## config.mk

```make
export PLATFORM = sky130hd
export DESIGN_NAME = col_parity_encoder
export DESIGN_NICKNAME = d
export VERILOG_FILES = /design/src/rtl/col_parity_pkg.sv /design/src/rtl/col_parity_theta_slice.sv /design/src/rtl/col_parity_encoder.sv
export SDC_FILE = /design/constraint.sdc
export NUM_CORES = 1
export LEC_CHECK = 0
export CORE_MARGIN = 2
export CORE_UTILIZATION = 31
export DETAILED_ROUTE_END_ITERATION = 7
export GPL_ROUTABILITY_DRIVEN = 0
export SYNTH_ARGS = -nofsm -noshare
export SYNTH_HDL_FRONTEND = slang
export SYNTH_SLANG_ARGS = --single-unit
```

## constraint.sdc

```tcl
create_clock -name clk -period 4.63 [get_ports clk]
set_clock_uncertainty 0.1 [all_clocks]
set_input_delay 0.6945 -clock clk [delete_from_list [all_inputs] [get_ports clk]]
set_output_delay 0.6945 -clock clk [all_outputs]
set_load 0.1 [all_outputs]
```

## src/rtl/col_parity_pkg.sv

```systemverilog
// Shared widths, FSM state encoding and the column-parity helper.
// Latency: n/a (declarations only).
// Backpressure: n/a.
package col_parity_pkg;

  localparam int LINE_W     = 25;
  localparam int NUM_SLICES = 64;
  localparam int CNT_W      = 7;
  localparam int IDX_W      = CNT_W - 1;   // bits actually used by the slice pointer

  // Pointer values: the memory presents slice (cnt_value+1) mod 64, so
  // 62 presents slice 63 and 63 presents slice 0.
  localparam logic [CNT_W-1:0] CNT_IDLE = 7'd62;
  localparam logic [CNT_W-1:0] CNT_PRE0 = 7'd63;
  localparam logic [CNT_W-1:0] CNT_LAST = 7'd62;

  typedef enum logic [1:0] {
    IDLE  = 2'd0,
    LOAD  = 2'd1,
    WRITE = 2'd2,
    DONE  = 2'd3
  } state_t;

  // Column parity: bit x is the XOR of line[5*y+x] over y = 0..4.
  function automatic logic [4:0] col_parity(input logic [LINE_W-1:0] line);
    logic [4:0] par;
    par = '0;
    for (int y = 0; y < 5; y++) begin
      par = par ^ line[5*y +: 5];
    end
    return par;
  endfunction

endpackage

```

## src/rtl/col_parity_theta_slice.sv

```systemverilog
// Theta step on one 25-bit slice: XOR each bit with the parities of its two neighbouring columns.
// Latency: combinational, zero cycles.
// Backpressure: none; pure function of its inputs.
//
// Ports:
//   line     - slice in, line[5*y+x] = A[x][y]
//   prev_par - column parity of the previous slice (z-1, wrapping)
//   enc_line - encoded slice
//   cur_par  - column parity of this slice, becomes prev_par for the next one
module col_parity_theta_slice
  import col_parity_pkg::*;
(
  input  logic [LINE_W-1:0] line,
  input  logic [4:0]        prev_par,
  output logic [LINE_W-1:0] enc_line,
  output logic [4:0]        cur_par
);

  logic [4:0] d_mask;

  assign cur_par = col_parity(line);

  always_comb begin
    d_mask = '0;
    for (int x = 0; x < 5; x++) begin
      d_mask[x] = cur_par[(x + 4) % 5] ^ prev_par[(x + 1) % 5];
    end
  end

  // The mask depends only on x, so every row gets the same 5-bit XOR.
  always_comb begin
    enc_line = '0;
    for (int y = 0; y < 5; y++) begin
      enc_line[5*y +: 5] = line[5*y +: 5] ^ d_mask;
    end
  end

endmodule

```

## src/rtl/col_parity_encoder.sv

```systemverilog
// Streams 64 slices from memory through the theta step, one write strobe per slice, then raises donee.
// Latency: 128 cycles from the edge that samples start to donee; slice k strobes after edge 2k+1.
// Backpressure: none; the memory must answer combinationally and accept a write every other cycle.
//
// Ports:
//   clk, rst      - clock, asynchronous active-low reset
//   start         - level, sampled only in IDLE
//   cnt_value     - slice pointer; memory presents slice (cnt_value+1) mod 64 on line_in
//   line_in       - combinational slice data
//   write_enable  - one-cycle strobe, write_value valid while high
//   write_value   - registered encoded slice
//   donee         - pass complete, sticky until reset
module col_parity_encoder
  import col_parity_pkg::*;
(
  input  logic              clk,
  input  logic              rst,
  input  logic              start,
  output logic [CNT_W-1:0]  cnt_value,
  input  logic [LINE_W-1:0] line_in,
  output logic              write_enable,
  output logic [LINE_W-1:0] write_value,
  output logic              donee
);

  state_t            state;
  logic [4:0]        prev_par;
  logic [LINE_W-1:0] enc_line;
  logic [4:0]        cur_par;

  col_parity_theta_slice u_theta (
    .line     (line_in),
    .prev_par (prev_par),
    .enc_line (enc_line),
    .cur_par  (cur_par)
  );

  // In IDLE the pointer presents slice 63, so its parity is captured on the
  // way out of IDLE and serves as the wrap-around neighbour of slice 0.
  always_ff @(posedge clk or negedge rst) begin
    if (!rst) begin
      state       <= IDLE;
      cnt_value   <= CNT_IDLE;
      prev_par    <= '0;
      write_value <= '0;
    end else begin
      case (state)
        IDLE: begin
          if (start) begin
            prev_par  <= cur_par;
            cnt_value <= CNT_PRE0;
            state     <= LOAD;
          end
        end
        LOAD: begin
          write_value <= enc_line;
          prev_par    <= cur_par;
          state       <= WRITE;
        end
        WRITE: begin
          if (cnt_value == CNT_LAST) begin
            state <= DONE;
          end else begin
            // Bit 6 stays zero; the lower bits wrap 63 -> 0.
            cnt_value <= {1'b0, cnt_value[IDX_W-1:0] + IDX_W'(1)};
            state     <= LOAD;
          end
        end
        DONE: begin
          state <= DONE;
        end
        default: begin
          state <= IDLE;
        end
      endcase
    end
  end

  assign write_enable = (state == WRITE);
  assign donee        = (state == DONE);

endmodule

```

---- Word-level counts from Yosys, hierarchy flattened ----
Index checks and enable logic that the tools add are counted.
cells by class
  eq/ne operators ......................... 6
  reduce and logical (&&, ||, !) cells .... 5
  bitwise operators ....................... 14
  add/sub/neg operators ................... 1
  muxes and demuxes ....................... 8
operators with widths
  cell                 count
  $xor 5x5->5          9
  $mux 7               2
  $pmux 7 s2           1
  $pmux 5 s2           1
  $pmux 2 s4           1
  $eq 7x6->1 const B   1
  $add 6x1->6 const B  1
  $mux 5               1
  $xor 1x1->1          5
  $eq 2x2->1 const B   2
  $mux 2               2
  $ne 2x2->1 const B   2
  $reduce_bool 2->1    2
  $reduce_and 3->1     1
  $eq 2x1->1 const B   1
  $logic_not 2->1      1
  $reduce_and 2->1     1
word-level totals
  register bits after elaboration ......... 39
  output and inout port bits .............. 34
  bits of input ports ..................... 28

---- Logic depth before layout (Yosys ltp) ----
Gate-level depths: netlist of run 1.
  depth in word-level cells ............... 6
  depth in mapped cells ................... 6

---- Cells and area by module ----
Synthesis of run 1 repeated with hierarchy kept, for this count alone.
unflattened totals
  cells, all modules ...................... 167
  area, all modules ....................... 2,187.1 µm²
modules (own cells, without submodules)
  module                  area each (µm²)  cells an instance  sequential area each (µm²)  times used
  col_parity_encoder      1,559.0          110                957.2                       1
  col_parity_theta_slice  628.1            57                 0.0                         1

---- Least setup slack after synthesis of run 1 ----
OpenSTA, ideal clock, no wires.
  kind .................................... reg-to-output
  start point ............................. reg state[1]
  end point ............................... out donee
  required time ........................... 3.836 ns
  cell stages (with the launch flop) ...... 3
  path slack .............................. 2.059 ns
  path buffers ............................ 0
  arrival ................................. 1.776 ns
  cells stage by stage .................... dfrtp_1 > inv_1 > nor2_1
on the way
  word-level cells in the longest chain between the ends .. 1
ends and longest elaborated chain
  element                   RTL line                  source
  start: declaration        col_parity_encoder.sv:26  state_t state;
  start signal: assignment  col_parity_encoder.sv:42  state <= IDLE;
  start signal: assignment  col_parity_encoder.sv:52  state <= LOAD;
  start signal: assignment  col_parity_encoder.sv:58  state <= WRITE;
  $eq 2x2->1                col_parity_encoder.sv:80  assign donee = (state == DONE);
  end: declaration          col_parity_encoder.sv:23  output logic donee
Every way passes these cells.

---- Worst setup path in the final report of run 1 ----
  start point ............................. reg state[1]
  end point ............................... out write_enable
on the way
  word-level cells in the longest chain between the ends .. 1
ends and longest elaborated chain
  element           RTL line                  source
  $eq 2x2->1        col_parity_encoder.sv:79  assign write_enable = (state == WRITE);
  end: declaration  col_parity_encoder.sv:21  output logic write_enable,
Every way passes these cells.

==> out/summary.md, run 1 <==
The total I/O pin count is 62, and the number of instances in the synthesized netlist is 190. For the overall die area, the log shows 0.00730 mm2. Yosys attributes the largest share of cell area to dfrtp_1 (40%), xnor2_1 (17%), dfstp_2 (6.4%), xnor3_2 (5.8%), nand2_1 (5.7%). Among all flip-flop cells after synthesis, the most frequent one is dfrtp_1. The max-slew violation count was 0; the total vias in the final route was 1469. The aggregate global-route resource usage is 0.126, and the deepest clock path buffer count is 2.

Setup repair after global routing left no endpoint under its margin. The region available for standard cell placement spans 0.00639 mm2. In the final timing run, aggregate negative setup slack is 0 ns. The register bit count reported by yosys came out at 38.

STA puts the critical path data required time at 3.84 ns. Summed over all layers, the routed wires come to 4130 um. From bottom edge to top edge, the die measures 85.4 um. Post-cts sizing count: 0. In this run the critical register-to-register path is launched from cnt_value[1]$_DFFE_PN1P_. The async set-or-reset flop fraction in the synthesized netlist was 1.00; the H-tree depth was 2. The part of the Yosys area used for sequential elements was 0.466.

TritonCTS built the clock tree. Including well taps, the total number of placed cells is 321. The repair_antennas step left the layout with diodes totalling 0. STA classifies the critical path endpoint as a primary output.

The cell sitting at the root of the clock tree is a clkbuf_8. The fmax was 338 MHz; the initial core utilization was 0.322. For this block, the initial DRC count from the detailed router was 36.

The largest net degree at the start of global routing is 51. The critical path goes through inv_1 > nor2_1 > clkdlybuf4s50_1. The run finished with clean final reports. Once layout is complete, the cells apart from fillers number 329. The via count of the first global-routing pass came out at 1445. Cell taking the most area after synthesis: dfrtp_1. The pre-antenna-repair detailed-routing pass consisted of 4 iterations. Number of vias per cell: 4.47.

Tracing the worst setup path back leads to its startpoint at state[1]$_DFFE_PN0P_. The fraction of final layout cells with drive strength greater than 1 was 0.103; the simple-gate share of the synthesized area was 0.0913. Classification of the worst-slack hold path: reg -> reg.

By area, the combinational part of the netlist is dominated by XOR/XNOR gates. The kind of start point of the critical path is a flip-flop. The mux contribution to synthesized area works out to 0.0164. The netlist uses 32 different library cells. The total overflow left after global routing is 0. Across the run, the number of max-cap violations was 0. At the pin with the least slew margin, the transition time is 0.982 ns.

The placed wire-length estimate after detailed placement was 3150 um; the xor/xnor share of the synthesized area was 0.280. Post-route clock period utilization: 0.640. Count of endpoints failing setup in the final report: 0. The total count of hold-check failures in the final report came out at 0. The post-synthesis share of cell area spent on full adders, half adders and majority gates is 0.0122. For flop-to-flop paths, the worst setup slack is 2.70 ns. The clock transition at the registers of the reported paths was 0.07 ns.

The worst register-to-register path ends at cnt_value[3]$_DFFE_PN1P_. For the worst setup path, the data arrival time is 2.17 ns. The count of flip-flops with a built-in enable after synthesis was 0; the count of nets after finishing was 281.

Cell depth of the worst min-delay path: 2. The count of antenna-violating nets left after detailed routing was 0; the average wire length per cell after detail routing was 12.5 um. In this run the tool buffered the top-level ports with 60 buffer cells. The area share of the largest cell type after synthesis came out at 0.402. For the number of placement rows, the log shows 29. The later pin in the worst-skew pair is clocked with a latency of 0.29 ns. The slowest stage of the critical path is the clkdlybuf4s50_1 cell.

Final critical delay including setup and external delays: 2.96 ns. The number of clock buffers inserted by TritonCTS is 5, and the number of sinks on the clock net is 38. The compound-gate portion of the synthesized area is 0.111.

The type of the setup path with the least slack was reg -> out. In the post-synthesis netlist, the cell with the most instances is xnor2_1. The largest incremental delay on the critical path is 1.15 ns. In this run the worst setup path terminates at write_enable.

The area growth from synthesis to layout is 36.5%, and the number of warnings printed during yosys synthesis is 0. The number of buffers added for setup after CTS is 0. Hold repair after CTS inserted 0 buffers. By count the netlist is led by xnor2_1 (41), dfrtp_1 (33), nand2_1 (31), o21ai_1 (16), o21ai_0 (15).

The horizontal extent of the die was 85.4 um; the global-route wire length before repair was 7150 um. The tools report the worst slew margin relative to its limit as 0.343. The tools report the remaining design rule violation count as 0. After synthesis, the mean cell area works out to 10.8 um2. The maximum fanout along the worst path was 7; the initial antenna violation count was 0. For the worst flop-to-flop path, the logic depth is 5.

When the netlist entered floorplanning its net count stood at 220. The tools report the netlist area before placement as 0.00206 mm2.
[per-layer routing]
layer	vias to the layer above	global-route usage	part of all wire
met5	-	0	0
met4	0	0.0577	0.030
met3	11	0.0457	0.054
met2	40	0.192	0.46
met1	660	0.159	0.45
li1	758	-	-
[per-stage QoR]
step	util	worst slack [ns]	hold slack, ns	instance area (um2)
4_1_cts	0.439	1.67	0.388	2810
3_5_place_dp	0.427	1.97	0.372	2730
6_report	0.439	1.67	0.385	2810
2_1_floorplan	-	2.06	0.299	2060
5_1_grt	0.439	1.54	0.421	2810
3_3_place_gp	0.427	1.96	0.369	2730
[state kept, by name, summed over array words and instances, names as in the netlist]
signal,flops
write_value,25
cnt_value,6
prev_par,5
state,2
[layout make-up]
type / instances / area, um2
Multi-Input combinational cell: 141 / 1050
Timing Repair Buffer: 61 / 603
Sequential cell: 38 / 957
Tap cell: 77 / 96.3
Fill cell: 627 / 3580
Clock buffer: 8 / 80.1
Inverter: 4 / 15.0
[worst min path at each step]
stage                                     start                          end
global route        write_value[13]$_DFFE_PN0P_  write_value[13]$_DFFE_PN0P_
finish              write_value[21]$_DFFE_PN0P_  write_value[21]$_DFFE_PN0P_
CTS                 write_value[18]$_DFFE_PN0P_  write_value[18]$_DFFE_PN0P_
floorplan                                   rst     cnt_value[0]$_DFFE_PN0P_
global placement    write_value[18]$_DFFE_PN0P_  write_value[18]$_DFFE_PN0P_
detailed placement  write_value[18]$_DFFE_PN0P_  write_value[18]$_DFFE_PN0P_
[worst max-delay path, delay by kind of cell, from the launching register on]
kind,cells,cell delay [ns]
buffers and inverters,2,1.29
DFF,1,0.45
and+or+nand+nor,1,0.13
[kinds of logic (layout without fill, tap and decap cells)]
family | Yosys count | after routing
DFF | 38 | 38
xor gates and xnor gates | 50 | 50
buffers and inverters | 11 | 73
other | 1 | 1
adders and majority gates | 2 | 2
muxes | 3 | 3
and+or+nand+nor | 43 | 43
AOI/OAI and AO/OA | 42 | 42
[cell usage in the layout, fill, tap and decap left out, types with 2 or more instances in the layout]
master           synthesis  routed
clkbuf_1                 5       3
xnor2_1                 41      41
a21oi_1                  4       4
inv_1                    4       4
nor3_1                   2       2
xnor3_2                  5       5
o21ai_0                 15      15
o21ai_1                 16      16
mux2_2                   3       3
clkdlybuf4s50_1          0      59
or3b_2                   2       2
a31oi_1                  2       2
nor2_1                   2       2
ha_1                     2       2
dfrtp_1                 33      33
clkbuf_8                 0       5
nand2_1                 31      31
xor3_2                   3       3
dfstp_2                  5       5
Power of run 1 is left out: the tool's default activity adds up to more than one toggle a clock period on the data nets, which glitch-free logic cannot reach.
==> run 2, diff against run 1 <==
- clock period: 4.63 -> 2.7 ns (I/O delays scaled with it)
==> run 2 against run 1 <==
Against the previous run:
- cell area fell by 1.9%
- global-route usage fell by 0.32 points
- utilization is 0.82 points lower
- worst setup slack got worse by 1.0 ns
- via count unchanged
- final cell count unchanged
- critical path depth is 2 higher
- register-to-register slack lost 1.9 ns
- die area unchanged
- hold slack worse by 0.27 ns
- critical endpoint is now write_value[5]$_DFFE_PN0P_
- highest routed layer unchanged
==> out/summary.md, run 2 (synthesized netlist as in run 1, its figures left out) <==
The post-cts sizing count was 0; the number of buffers added for setup after CTS was 0. Counting every sink on the clock net gives 38. At the worst endpoint, the required time is 2.76 ns.

The count of buffers from port buffering came out at 60. Setup repair after global routing left no endpoint under its margin. TritonCTS built the clock tree. In the routed layout, each cell is associated on average with a via count of 4.47. The post-layout instance count excluding filler cells was 329. At the pin with the least slew margin, the transition time is 0.838 ns. The global routing stage identified its most utilized layer as met2. The die extent in y is 85.4 um, and the count of endpoints failing setup in the final report is 0. The number of clock buffers inserted by TritonCTS was 5; the deepest clock path buffer count was 2.

The post-route clock period utilization was 0.759; the flip-flop count of the largest register after layout was 25. The detailed router finished its first iteration with 66 violations. Based on the critical path, the design can be clocked at up to 488 MHz. The area growth from synthesis to layout is 33.9%.

The global-route wire length before repair is 6930 um, and the total vias in the final route is 1469. The run gives 0.156 as the global routing usage on met1. Register bank with the most flops: write_value.

Fill cells in the final layout number 647. The remaining design rule violation count came out at 0. The horizontal extent of the die came out at 85.4 um.

The initial core utilization was 0.322; the worst hold margin was 0.119 ns. The fraction of final layout cells with drive strength greater than 1 is 0.246. The min-delay analysis places its worst path in the category in -> async. The count of antenna-violating nets left after detailed routing is 0, and the final critical delay including setup and external delays is 2.05 ns.

The clock latency at the later pin of the worst-skew pair is 0.28 ns. At the worst endpoint, the arrival time is 2.11 ns. The count of nets after finishing was 281.

The kind of start point of the critical path was an input pin. Entering global routing, the biggest net connects 51 pins. Before antenna repair, the detailed router went through 5 iterations. The largest registers in the layout are write_value x25, cnt_value x6, prev_par x5. The run gives 0 as the initial antenna violation count. The run gives 0.00639 mm2 as the floorplan core area. The met3 usage in global routing was 0.0340; the total count of hold-check failures in the final report was 0. The final global-route overflow total is 0, and the number of placement rows is 29. Of all nets on the critical path, the largest fanout is 5. In the final layout, flip-flops and latches occupy 957 um2. The run gives 0.441 as the worst slew margin relative to its limit. In the final layout, the multi-input gates occupy 0.00105 mm2.

The critical path in this run is classified as in -> reg. The placed wire-length estimate after detailed placement is 3180 um. In the final timing run, aggregate negative setup slack is 0 ns.

The run finished with clean final reports. In this run the clock root is driven by a clkbuf_8. For this block, the routed nets add up to 4180 um of wire.

The floorplan step defined a die boundary enclosing 0.00730 mm2. For the aggregate global-route resource usage, the log shows 0.123. The tools report the met2 demand-to-capacity share in global routing as 0.200.

The library cells used most frequently in the layout, excluding fill and tap cells, are xnor2_1 (41), buf_4 (34), dfrtp_1 (33). The tools report the number of hold buffers added after CTS as 0. Across the run, the number of max-cap violations was 0.

The clock transition at the registers of the reported paths is 0.07 ns. The type of element capturing the critical path was a flip-flop. The total placed cells including tap cells was 321. The via count of the first global-routing pass was 1428. Leading cell type in the layout, fill and taps excluded: xnor2_1.

The H-tree was split into 2 levels. In the final routed layout, each cell accounts on average for 12.7 um. Pin placement for this block handled 62 I/O pins.

The number of antenna diodes in the final layout is 0. The tools report the max-slew violation count as 0.
==> run 2: changes by cell type in the layout (fill, tap and decap cells not counted) <==
cell / change
clkbuf_1: -3
clkbuf_8: +3
buf_4: +33
clkdlybuf4s50_1: -33
==> run 2: layout make-up <==
cell class	instances	share of cell area
multi-input cells	141	0.383
flip-flops and latches	38	0.348
repair buffers	61	0.189
clock buffers	8	0.0400
well taps	77	0.0350
inverters	4	0.00545
==> run 2: metrics by stage <==
stage | util | setup WS [ns] | area, um2
final | 0.431 | 0.650 | 2750
after global routing | 0.431 | 0.586 | 2750
after CTS | 0.431 | 0.640 | 2750
after detailed placement | 0.414 | 0.322 | 2640
after global placement | 0.414 | 0.342 | 2640
after floorplan | - | 0.366 | 2060
==> run 2: layer usage <==
layer | part of all wire | routed length [um] | vias up
li1 | - | - | 762
met1 | 0.45 | 1870 | 664
met3 | 0.058 | 242 | 5
met2 | 0.48 | 2020 | 38
met5 | 0 | 0 | -
met4 | 0.012 | 51 | 0
==> run 2: critical path, cell delays in order <==
cell	delay, ns
clkdlybuf4s50_1	0.49
xor3_2	0.48
xnor3_2	0.48
xnor2_1	0.17
o21ai_1	0.07
==> run 2: worst paths after layout <==
| path | cells past startpoint | from | slack, ns | to |
|---|---|---|---|---|
| hold reg to reg | 2 | write_value[18]$_DFFE_PN0P_ | 0.39 | write_value[18]$_DFFE_PN0P_ |
| setup reg to reg | 5 | cnt_value[1]$_DFFE_PN1P_ | 0.79 | cnt_value[3]$_DFFE_PN1P_ |
| max in group asynchronous | 1 | rst | 1.85 | write_value[13]$_DFFE_PN0P_ |
| setup / recovery | 5 | line_in[24] | 0.65 | write_value[5]$_DFFE_PN0P_ |
| hold / removal | 1 | rst | 0.12 | write_value[12]$_DFFE_PN0P_ |
| min in group clk | 2 | write_value[18]$_DFFE_PN0P_ | 0.39 | write_value[18]$_DFFE_PN0P_ |
Power of run 2 is left out for the same reason.
==> run 3, diff against run 2 <==
- clock period: 2.7 -> 1.7 ns (I/O delays scaled with it)
==> run 3 against run 2 <==
Against the previous run:
- the run now ends with negative setup slack left
- critical path depth increased by 1
- count of clock-buffer cells in the layout is 1 lower
- final cell count rose by 16%
- die area did not move
==> out/summary.md, run 3 (synthesized netlist as in run 1, its figures left out) <==
For this block, the routed nets add up to 4840 um of wire. Total count of hold-check failures in the final report: 0. The tools report the initial antenna violation count as 0. The classification of the worst-slack hold path was in -> reg. The checks that failed: negative setup slack.

The tools report the type of element capturing the critical path as a flip-flop. The iteration-0 DRC count of the detailed router is 66, and the met2 demand-to-capacity share in global routing is 0.232. The tree is rooted in a clkbuf_8. Adding up every negative setup slack in the final design gives -0.498 ns. In this run the deepest clock path goes through 2 buffers. The tools report the number of max-capacitance violations reported as 0.

The total area inside the core boundary comes to 0.00639 mm2. Register bank with the most flops: write_value. The final setup slack of the worst path is -0.189 ns, and the worst hold margin is 0.294 ns.

For the global-route wire length before repair, the log shows 7800 um. The global routing usage on met1 came out at 0.168. Entering global routing, the biggest net connects 31 pins.

Setup repair after global routing could not meet its margin everywhere. The post-route clock period utilization is 1.11. For the count of endpoints failing setup in the final report, the log shows 4.

STA classifies the critical path startpoint as a flip-flop. The run finished, with violations left. The met3 usage in global routing was 0.0418; the arrival time of the worst setup path was 2.00 ns. Using the TritonRoute via totals, the vias-per-cell ratio works out to 4.49. Most congested layer reported by global routing: met2. The number of clock buffers inserted by TritonCTS was 5; the iteration count of the initial detailed-routing pass was 4. The repair_antennas step left the layout with diodes totalling 0. The floorplan step defined a die boundary enclosing 0.00730 mm2. The run gives 1676 as the via count of the first global-routing pass. For the total I/O pin count, the log shows 62. Count of buffers from port buffering: 60. The largest registers in the layout are write_value x25, cnt_value x6, prev_par x5. For the max-slew violation count, the log shows 0. After detailed routing, the number of remaining DRC violations is 0. The run gives 0.29 ns as the clock latency at the later pin of the worst-skew pair. TritonCTS built the clock tree.

Fill cells in the final layout number 522. For this run the aggregate overflow at the end of global routing stands at 0. Clock-pin slew was measured on the worst setup and hold paths at 0.07 ns.

The die extent in y is 85.4 um. The data required time at the worst endpoint is 1.81 ns, and the maximum fanout along the worst path is 3. Leaving out fill and tap cells, the most frequent cell in the layout is buf_4. The clock tree synthesis step divided the H-tree into 2 levels. The run gives 3670 um as the placed wire-length estimate after detailed placement. The fmax was 529 MHz; the number of placement rows was 29. The aggregate global-route resource usage is 0.137, and the average wire length per cell after detail routing is 12.7 um. The setup path with the least slack is of type reg -> reg. In the final design database the tool counted 334 nets.

Counting I/O delays and the setup requirement, the final critical path takes 1.89 ns. The area growth from synthesis to layout was 80.7%; the total vias in the final route was 1715. The fraction of final layout cells with drive strength greater than 1 was 0.426. From left edge to right edge, the die measures 85.4 um. The register with the most flip-flops in the layout has 25 of them.

The initial core utilization came out at 0.322. The clock drives 38 sinks. In the layout the commonest cells are buf_4 (53), xnor2_1 (34), buf_12 (33). The count of antenna-violating nets left after detailed routing is 0.
## run 3: cell count changes in the layout (fill, tap and decap cells not counted), moves of 7 or more
cell	previous run	this run
buf_12	0	33
buf_4	34	53
clkdlybuf4s50_1	26	17
dlymetal6s2s_1	0	8
xnor2_1	41	34
xnor2_2	0	7
## run 3: worst paths after layout
check | from | to | slack, ns | cells after the start
worst max-delay path | cnt_value[1]$_DFFE_PN1P_ | cnt_value[4]$_DFFE_PN1P_ | -0.19 | 6
worst min-delay path | line_in[9] | write_value[9]$_DFFE_PN0P_ | 0.29 | 4
worst max register to register | cnt_value[1]$_DFFE_PN1P_ | cnt_value[4]$_DFFE_PN1P_ | -0.19 | 6
worst min register to register | prev_par[2]$_DFFE_PN0P_ | prev_par[2]$_DFFE_PN0P_ | 0.43 | 2
max in group asynchronous | rst | write_value[14]$_DFFE_PN0P_ | 0.57 | 3
min in group asynchronous | rst | write_value[6]$_DFFE_PN0P_ | 0.32 | 2
## run 3: per-layer routing
layer  up-vias  part of all wire
met2        44              0.52
met3         8             0.045
li1        867                 -
met4         0             0.016
met5         -                 0
met1       796              0.42
## run 3: stage by stage
stage / util / instances / setup slack [ns] / instance area, um2
4_1_cts: 0.565 / 380 / -0.136 / 3610
2_1_floorplan: - / 190 / -0.431 / 2080
3_3_place_gp: 0.538 / 369 / -0.458 / 3440
3_5_place_dp: 0.538 / 369 / -0.490 / 3440
6_report: 0.582 / 382 / -0.189 / 3710
5_1_grt: 0.582 / 382 / -0.268 / 3710
## run 3: layout make-up
cell class	instances	area [um2]	area share
Clock buffer	7	86.3	0.0232
Clock inverter	1	30.0	0.00808
Inverter	4	15.0	0.00404
Multi-Input combinational cell	141	1170	0.315
Sequential cell	38	965	0.260
Tap cell	77	96.3	0.0259
Timing Repair Buffer	114	1350	0.364
## run 3: timing repair
item | in CTS | in global routing
setup endpoints to repair | 24 | 25
pin swaps | 14 | 15
hold buffers | 1 | 0
buffers inserted | 3 | 3
endpoints found under the hold margin | 12 | 0
gates resized for setup | 7 | 21
## run 3: worst max-delay path, cell delays in order (launching register included)
cell,delay (ns)
dfstp_4,0.63
ha_4,0.12
nand4_1,0.14
buf_4,0.19
o2111ai_4,0.20
nor3_2,0.06
or3b_4,0.37
Power of run 3 is left out for the same reason.
